==> config.mk <==
export PLATFORM = sky130hd
export DESIGN_NAME = lut_neuron_prog
export DESIGN_NICKNAME = d
export VERILOG_FILES = /design/src/rtl/lut_neuron_pkg.sv /design/src/rtl/lut_neuron_ram.sv /design/src/rtl/lut_neuron_prog.sv
export SDC_FILE = /design/constraint.sdc
export NUM_CORES = 1
export LEC_CHECK = 0
export ABC_AREA = 1
export BUFFER_PORTS_ARGS = -buffer_cell sky130_fd_sc_hd__buf_2
export CORE_MARGIN = 3
export CORE_UTILIZATION = 61
export DETAILED_ROUTE_END_ITERATION = 16
export MAX_ROUTING_LAYER = met4
export PLACE_DENSITY = 0.79
export SLEW_MARGIN = 25
export SYNTH_ARGS = -nofsm -noshare
export SYNTH_HDL_FRONTEND = slang
export SYNTH_SLANG_ARGS = --single-unit
==> constraint.sdc <==
create_clock -name clk -period 2.3 [get_ports clk]
set_clock_uncertainty 0.1 [all_clocks]
set_input_delay 0.46 -clock clk [delete_from_list [all_inputs] [get_ports clk]]
set_output_delay 0.46 -clock clk [all_outputs]
set_load 0.02 [all_outputs]
==> src/rtl/lut_neuron_pkg.sv <==
// Shared defaults, derived table geometry and the controller state encoding
// for the programmable LUT neuron.
package lut_neuron_pkg;

  localparam int IN_BITS_DEF  = 6;
  localparam int OUT_BITS_DEF = 2;
  localparam int CFG_W_DEF    = 8;

  // Table geometry at the default parameters.
  localparam int ENTRIES = 2 ** IN_BITS_DEF;
  localparam int BEATS   = ENTRIES * OUT_BITS_DEF / CFG_W_DEF;

  typedef enum logic [1:0] {
    EMPTY = 2'd0,
    LOAD  = 2'd1,
    RUN   = 2'd2
  } state_t;

endpackage

==> src/rtl/lut_neuron_ram.sv <==
// Truth-table storage: one lane per entry slot inside a config beat, so a
// whole beat is written in one cycle. Asynchronous read, no reset on the
// contents (maps onto distributed RAM). LANES and ROWS are powers of two.
module lut_neuron_ram #(
  parameter int ENTRY_W = 2,
  parameter int LANES   = 4,
  parameter int ROWS    = 16,
  localparam int LANE_W = $clog2(LANES),
  localparam int ROW_W  = $clog2(ROWS),
  localparam int ADDR_W = LANE_W + ROW_W
) (
  input  logic                       clk,
  input  logic                       we,
  input  logic [ROW_W-1:0]           wr_row,
  input  logic [LANES*ENTRY_W-1:0]   wr_data,
  input  logic [ADDR_W-1:0]          rd_addr,
  output logic [ENTRY_W-1:0]         rd_data
);

  logic [ENTRY_W-1:0] lane_rd [LANES];

  // Entry index = row*LANES + lane, so the low address bits select the lane.
  genvar gi;
  for (gi = 0; gi < LANES; gi++) begin : g_lane
    logic [ENTRY_W-1:0] mem [ROWS];

    // Lane gi takes its slice of the beat; entry 4k comes from the lowest bits.
    always_ff @(posedge clk) begin
      if (we) mem[wr_row] <= wr_data[gi*ENTRY_W +: ENTRY_W];
    end

    assign lane_rd[gi] = mem[rd_addr[ADDR_W-1:LANE_W]];
  end

  assign rd_data = lane_rd[rd_addr[LANE_W-1:0]];

endmodule

==> src/rtl/lut_neuron_prog.sv <==
// Programmable LUT neuron: a streamed config loader fills the truth table,
// then indices are looked up with one-cycle latency behind a valid/ready
// output register.
module lut_neuron_prog
  import lut_neuron_pkg::*;
#(
  parameter int IN_BITS  = IN_BITS_DEF,
  parameter int OUT_BITS = OUT_BITS_DEF,
  parameter int CFG_W    = CFG_W_DEF
) (
  input  logic                clk,
  input  logic                rst_n,
  input  logic                cfg_start,
  input  logic                cfg_valid,
  output logic                cfg_ready,
  input  logic [CFG_W-1:0]    cfg_data,
  output logic                cfg_done,
  input  logic                in_valid,
  output logic                in_ready,
  input  logic [IN_BITS-1:0]  in_data,
  output logic                out_valid,
  input  logic                out_ready,
  output logic [OUT_BITS-1:0] out_data,
  output logic                loaded
);

  localparam int TBL_ENTRIES = 2 ** IN_BITS;
  localparam int TBL_BEATS   = TBL_ENTRIES * OUT_BITS / CFG_W;
  localparam int LANES       = CFG_W / OUT_BITS;
  localparam int CNT_W       = $clog2(TBL_BEATS);
  localparam logic [CNT_W-1:0] LAST_BEAT = CNT_W'(TBL_BEATS - 1);

  state_t              state_reg;
  logic [CNT_W-1:0]    cnt_reg;
  logic                cfg_done_reg;
  logic                loaded_reg;
  logic                out_valid_reg;
  logic [OUT_BITS-1:0] out_data_reg;
  logic [OUT_BITS-1:0] rd_data;
  logic                cfg_fire;
  logic                in_fire;

  // cfg_start always wins: it blocks both handshakes in the cycle it is seen.
  assign cfg_ready = (state_reg == LOAD) && !cfg_start;
  assign in_ready  = (state_reg == RUN) && !cfg_start && (!out_valid_reg || out_ready);
  assign cfg_fire  = cfg_valid && cfg_ready;
  assign in_fire   = in_valid && in_ready;

  assign cfg_done  = cfg_done_reg;
  assign loaded    = loaded_reg;
  assign out_valid = out_valid_reg;
  assign out_data  = out_data_reg;

  lut_neuron_ram #(
    .ENTRY_W (OUT_BITS),
    .LANES   (LANES),
    .ROWS    (TBL_BEATS)
  ) u_ram (
    .clk     (clk),
    .we      (cfg_fire),
    .wr_row  (cnt_reg),
    .wr_data (cfg_data),
    .rd_addr (in_data),
    .rd_data (rd_data)
  );

  // Load controller: (re)start on cfg_start, count beats, flag completion.
  always_ff @(posedge clk or negedge rst_n) begin
    if (!rst_n) begin
      state_reg    <= EMPTY;
      cnt_reg      <= '0;
      cfg_done_reg <= 1'b0;
      loaded_reg   <= 1'b0;
    end else begin
      cfg_done_reg <= 1'b0;
      if (cfg_start) begin
        state_reg  <= LOAD;
        cnt_reg    <= '0;
        loaded_reg <= 1'b0;
      end else if (cfg_fire) begin
        if (cnt_reg == LAST_BEAT) begin
          state_reg    <= RUN;
          cfg_done_reg <= 1'b1;
          loaded_reg   <= 1'b1;
        end else begin
          cnt_reg <= cnt_reg + CNT_W'(1);
        end
      end
    end
  end

  // Output register: capture the lookup on acceptance, hold until drained.
  always_ff @(posedge clk or negedge rst_n) begin
    if (!rst_n) begin
      out_valid_reg <= 1'b0;
      out_data_reg  <= '0;
    end else if (in_fire) begin
      out_valid_reg <= 1'b1;
      out_data_reg  <= rd_data;
    end else if (out_ready) begin
      out_valid_reg <= 1'b0;
    end
  end

endmodule
==> out/qor.yml, run 1 <==
status: "complete, no violations"
whs_path_depth: 2
dieArea_mm2: 0.0106
crit_path_top_delay_cell: "dfrtp_1"
grt_use_total_pct: 28.3
wl_met1_um: 5130
synth_cells: 495
p_per_area_mw_per_mm2: 864
grt_pass1_vias: 4009
post_drt_wl_per_cell_um: 20.0
cp_max_fo: 3
min_path_type: "in -> reg"
fp-row-count: 34
io_buffers: 26
syn_area_mm2: 0.00573
dp_hpwl_um: 8300
vias: 3989
largest_reg_flops: 128
cap_viol_max_count: 0
met3_wirelength_um: 1060
clock_sinks: 138
cts_tree: "yes"
fp.coreArea_mm2: 0.00893
p_sw_share_pct: 22.4
period_needed_ps: 2060
grt_max_degree: 65
grt_pass1_wl_um: 20900
synth_fp_nets: 519
cts_max_path_buffers: 2
drcViolationCount: 0
cp_cell_sequence: "inv_1, o21ai_0, nor3_1, buf_2"
routed_wirelength_um: 13200
dr.pass1.iters: 5
die_w_um: 103
cp.arrival_ps: 1500
ys_ff_latch: 138
io_pins: 27
drt_iter0_drc: 347
ff2ff_path_depth: 5
cts_buffers: 17
start_util_pct: 64.1
cts_resized: 0
nNetsFinal: 562
antenna_found_initial: 0
viasPerCell: 6.05
worst_pin_slew_ps: 514
h-tree-depth: 4
grt_setup_unrepaired: "no"
fin_util_pct: 74.1
maxSlewViolCount: 0
worstSetupPathType: "reg -> out"
worstPathRequired_ps: 1740
relSlewSlack_pct: 65.7
period_share_pct: 89.8
cp-start-kind: "register"
cts-root-buf: "clkbuf_8"
syn_area_per_cell_um2: 11.6
dr_wl_met2_um: 6490
routed.top_layer: "met4"
antenna_cells: 0
ir_drop_mv: 0.609
intPower_uw: 4440
clk_pin_slew_worst_paths_ps: 70
clkLatencyLatePin_ps: 510
power_leakage_uw: 0.00255
yosys_warnings: 0
clock.fmax_mhz: 484
power_frac_comb_pct: 5.5
postRouteAntennaNets: 0
switchingPower_uw: 1280
cp-end-kind: "output port"
max_stage_delay_ps: 360
timing.setup.tns_ps: 0
synth.distinct_cells: 24
drive_above_1_share_pct: 15.4
overflow: 0
setup_viol: 0
die_h_um: 103
post_cts_buffers: 0
finalHoldViolCount: 0
seq_area_frac_synth_pct: 71.5
pwr-share-seq_pct: 48.3
syn2layout_area_growth_pct: 15.6
place.gp.congestion: 0.894
power.share.clock_pct: 46.1
[placed cells by master, fill, tap and decap left out, types with 6 or more instances in the layout]
master | Yosys | routed
nand2_1 | 161 | 161
edfxtp_1 | 128 | 128
nand3_1 | 117 | 117
buf_2 | 11 | 26
buf_4 | 9 | 20
nor2_1 | 18 | 18
clkbuf_16 | 0 | 16
inv_1 | 15 | 15
dfrtp_1 | 10 | 10
inv_6 | 0 | 6
[power groups by stage]
stage | Sequential [uW] | Clock (uW) | Combinational [uW]
2_1_floorplan | 2820 | 0 | 186
5_1_grt | 2770 | 2780 | 348
3_3_place_gp | 2820 | 0 | 296
3_5_place_dp | 2820 | 0 | 307
6_report | 2770 | 2640 | 316
4_1_cts | 2770 | 2660 | 315
[logic make-up after synthesis]
logic type                 count (synthesis)  synth area share, %
and+or+nand+nor                          303                 23.0
adders and majority gates                  4                0.874
DFF                                      138                 71.5
AOI/OAI and AO/OA                          9                0.895
buffers and inverters                     41                 3.80
[through the flow]
step           total power, uW  setup WS [ps]  cells  instance area, um2  hold WS, ps
2_1_floorplan             3000            179    495                5730         64.4
3_3_place_gp              3110            256    626                6030          225
3_5_place_dp              3130            166    626                6030          231
4_1_cts                   5740            212    659                6620         39.4
5_1_grt                   5900           94.1    659                6620         63.6
6_report                  5720            235    659                6620         46.7
[routing by layer]
metal | GRT usage [%] | up-vias
li1 | - | 1817
met1 | 36.1 | 1897
met2 | 44.3 | 224
met3 | 5.21 | 51
met4 | 13.4 | 0
met5 | - | -
[cells in the mapped netlist]
cell	n	area (um2)
buf_6	2	22.5
edfxtp_1	128	3840
buf_2	11	55.1
ha_1	4	50.1
inv_1	15	56.3
nand2_4	1	11.3
nor3_2	1	10.0
buf_4	9	67.6
o21ai_1	1	5.00
nor3_1	2	10.0
a211oi_1	2	15.0
buf_1	2	7.51
and2_1	1	6.26
dfrtp_1	10	250
nor2_4	1	11.3
nor2_1	18	67.6
a21oi_1	2	10.0
nand3_1	117	586
o22ai_1	1	6.26
clkbuf_2	1	5.00
nand3_2	1	10.0
nand2_1	161	604
o21ai_0	3	15.0
inv_2	1	3.75
[critical path, delay by kind of cell (launching register included)]
kind / cells / cell delay, ps
DFF: 1 / 360
buffers and inverters: 2 / 310
AOI/OAI and AO/OA: 1 / 110
and+or+nand+nor: 1 / 210
[what timing repair did]
action                     4_1_cts  5_1_grt
hold endpoints to repair        10        0
hold buffers                     1        0
setup endpoints to repair        0        0
[worst paths after layout]
| check | startpoint | endpoint | slack (ps) |
|---|---|---|---|
| max in group asynchronous | rst_n | out_data[0]$_DFFE_PN0P_ | 1680 |
| max reg2reg | loaded$_DFFE_PN0P_ | u_ram.g_lane[1].mem[13][0]$_DFFE_PP_ | 330 |
| min in group asynchronous | rst_n | state_reg[0]$_DFFE_PN0P_ | 230 |
| max | state_reg[0]$_DFFE_PN0P_ | in_ready | 240 |
| min reg2reg | out_data[0]$_DFFE_PN0P_ | out_data[0]$_DFFE_PN0P_ | 400 |
| min | out_ready | out_valid$_DFFE_PN0P_ | 50 |
[final cells by class]
class	count	area (um2)
flip-flops and latches	138	4090
clock inverters	14	158
fillers	592	2310
multi-input cells	316	1420
repair buffers	49	330
well taps	108	135
inverters	16	60.1
clock buffers	18	428
No activity file was read; power rests on OpenSTA's default activity.
==> run 2: changes to the inputs <==
Settings changed: CORE_UTILIZATION 61 to 50, CTS_CLUSTER_DIAMETER set to 50, PLACE_DENSITY 0.79 to 0.67.
==> run 2 against run 1 <==
Register-to-register slack improved by 190 ps. Combinational power barely moved. First-iteration DRC count rose by 0.58%. Non-clock buffer count did not move. Via count fell by 5.0%. Final cell count rose by 4.9%. Power rose by 8.0%. Count of clock-buffer cells in the layout fell by 1. Hold slack improved by 81 ps. Global-route usage fell by 6.1 points.
==> out/qor.yml, run 2 (synthesized netlist as in run 1, its figures left out) <==
antenna_cells: 0
post_cts_buffers: 0
grt_max_degree: 65
max_stage_delay_ps: 350
syn2layout_area_growth_pct: 18.1
die_w_um: 113
layout_common_cells: "nand2_1, edfxtp_1, nand3_1"
drive_above_1_share_pct: 14.5
clock.fmax_mhz: 523
postRouteAntennaNets: 0
grt_pass1_wl_um: 20200
start_util_pct: 51.9
grt_pass1_vias: 3792
period_share_pct: 83.1
cp_cell_sequence: "inv_1, o21ai_0, nor3_1, buf_2"
io_pins: 27
maxSlewViolCount: 0
worstSetupPathType: "reg -> out"
fp.coreArea_mm2: 0.0110
cts_buffers: 17
r2r_slack_ps: 520
cp-end-kind: "output port"
routed_wirelength_um: 12800
dpl.cell_count: 658
cts_max_path_buffers: 2
finalHoldViolCount: 0
drcViolationCount: 0
nFillCells: 889
cap_viol_max_count: 0
nNetsFinal: 562
cp_max_fo: 3
fp-row-count: 38
whs_path_depth: 2
crit_path_top_delay_cell: "dfrtp_1"
drt_iter0_drc: 349
dp_hpwl_um: 8090
antenna_found_initial: 0
vias: 3789
clock_sinks: 138
power_leakage_uw: 0.00260
finalNonFillerCells: 691
clk_pin_slew_worst_paths_ps: 60
clkLatencyLatePin_ps: 410
grt_use_total_pct: 22.1
worstPathRequired_ps: 1740
min_path_type: "in -> reg"
p_per_area_mw_per_mm2: 913
dieArea_mm2: 0.0128
grt_setup_unrepaired: "no"
cts_tree: "yes"
worst_pin_slew_ps: 541
viasPerCell: 5.48
final_common_cell: "nand2_1"
ir_drop_mv: 0.693
largest_reg_flops: 128
place.gp.congestion: 0.880
status: "complete, no violations"
dr.pass1.iters: 7
ff2ff_path_depth: 5
cts-root-buf: "clkbuf_16"
overflow: 0
cp.arrival_ps: 1350
setup_viol: 0
io_buffers: 26
cp-start-kind: "register"
period_needed_ps: 1910
die_h_um: 113
relSlewSlack_pct: 63.9
post_drt_wl_per_cell_um: 18.6
timing.setup.tns_ps: 0
h-tree-depth: 4
## run 2: repair_timing
item                                   in CTS  in global routing
gates resized for setup                     0                  0
endpoints found under the hold margin      10                  0
hold buffers                                1                  0
setup endpoints to repair                   0                  0
## run 2: report_power, final
| part | switching, uW | internal [uW] | leakage [uW] |
|---|---|---|---|
| logic | 225 | 92.0 | 0.000992 |
| clock network | 973 | 2120 | 0.000321 |
| registers | 6.21 | 2760 | 0.00129 |
| total | 1200 | 4970 | 0.00260 |
## run 2: critical path: cells and delay by family (launching register included)
kind,cells,cell delay [ps]
AOI/OAI and AO/OA,1,100
buffers and inverters,2,310
DFF,1,350
and+or+nand+nor,1,180
## run 2: final cells by class
| cell class | count | area [um2] | area share [%] |
|---|---|---|---|
| flip-flops and latches | 138 | 4090 | 60.5 |
| multi-input cells | 316 | 1420 | 20.9 |
| clock buffers | 17 | 425 | 6.29 |
| repair buffers | 49 | 343 | 5.07 |
| clock inverters | 15 | 253 | 3.73 |
| well taps | 140 | 175 | 2.59 |
| inverters | 16 | 60.1 | 0.887 |
## run 2: final timing paths
check                                         startpoint                             endpoint
worst max-delay path            state_reg[0]$_DFFE_PN0P_                             in_ready
worst min register to register   out_data[0]$_DFFE_PN0P_              out_data[0]$_DFFE_PN0P_
min in group asynchronous                          rst_n              out_data[0]$_DFFE_PN0P_
worst min-delay path                           out_ready                out_valid$_DFFE_PN0P_
max in group asynchronous                          rst_n               cnt_reg[1]$_DFFE_PN0P_
worst max register to register        loaded$_DFFE_PN0P_  u_ram.g_lane[3].mem[5][1]$_DFFE_PP_
## run 2: per-layer routing
layer / global-route usage (%) / wire length (um) / up-vias
met5: - / 0 / -
met4: 10.0 / 413 / 0
li1: - / - / 1812
met1: 28.1 / 5380 / 1789
met2: 33.8 / 6230 / 157
met3: 5.61 / 821 / 31
## run 2: per-stage QoR
stage	hold slack, ps	power, uW	instance area [um2]	util [%]	setup slack, ps
4_1_cts	122	6210	6770	61.4	378
3_3_place_gp	229	3130	6080	55.1	302
3_5_place_dp	235	3130	6080	55.1	274
5_1_grt	153	6370	6770	61.4	318
6_report	127	6180	6770	61.4	389
2_1_floorplan	64.4	3000	5730	-	179
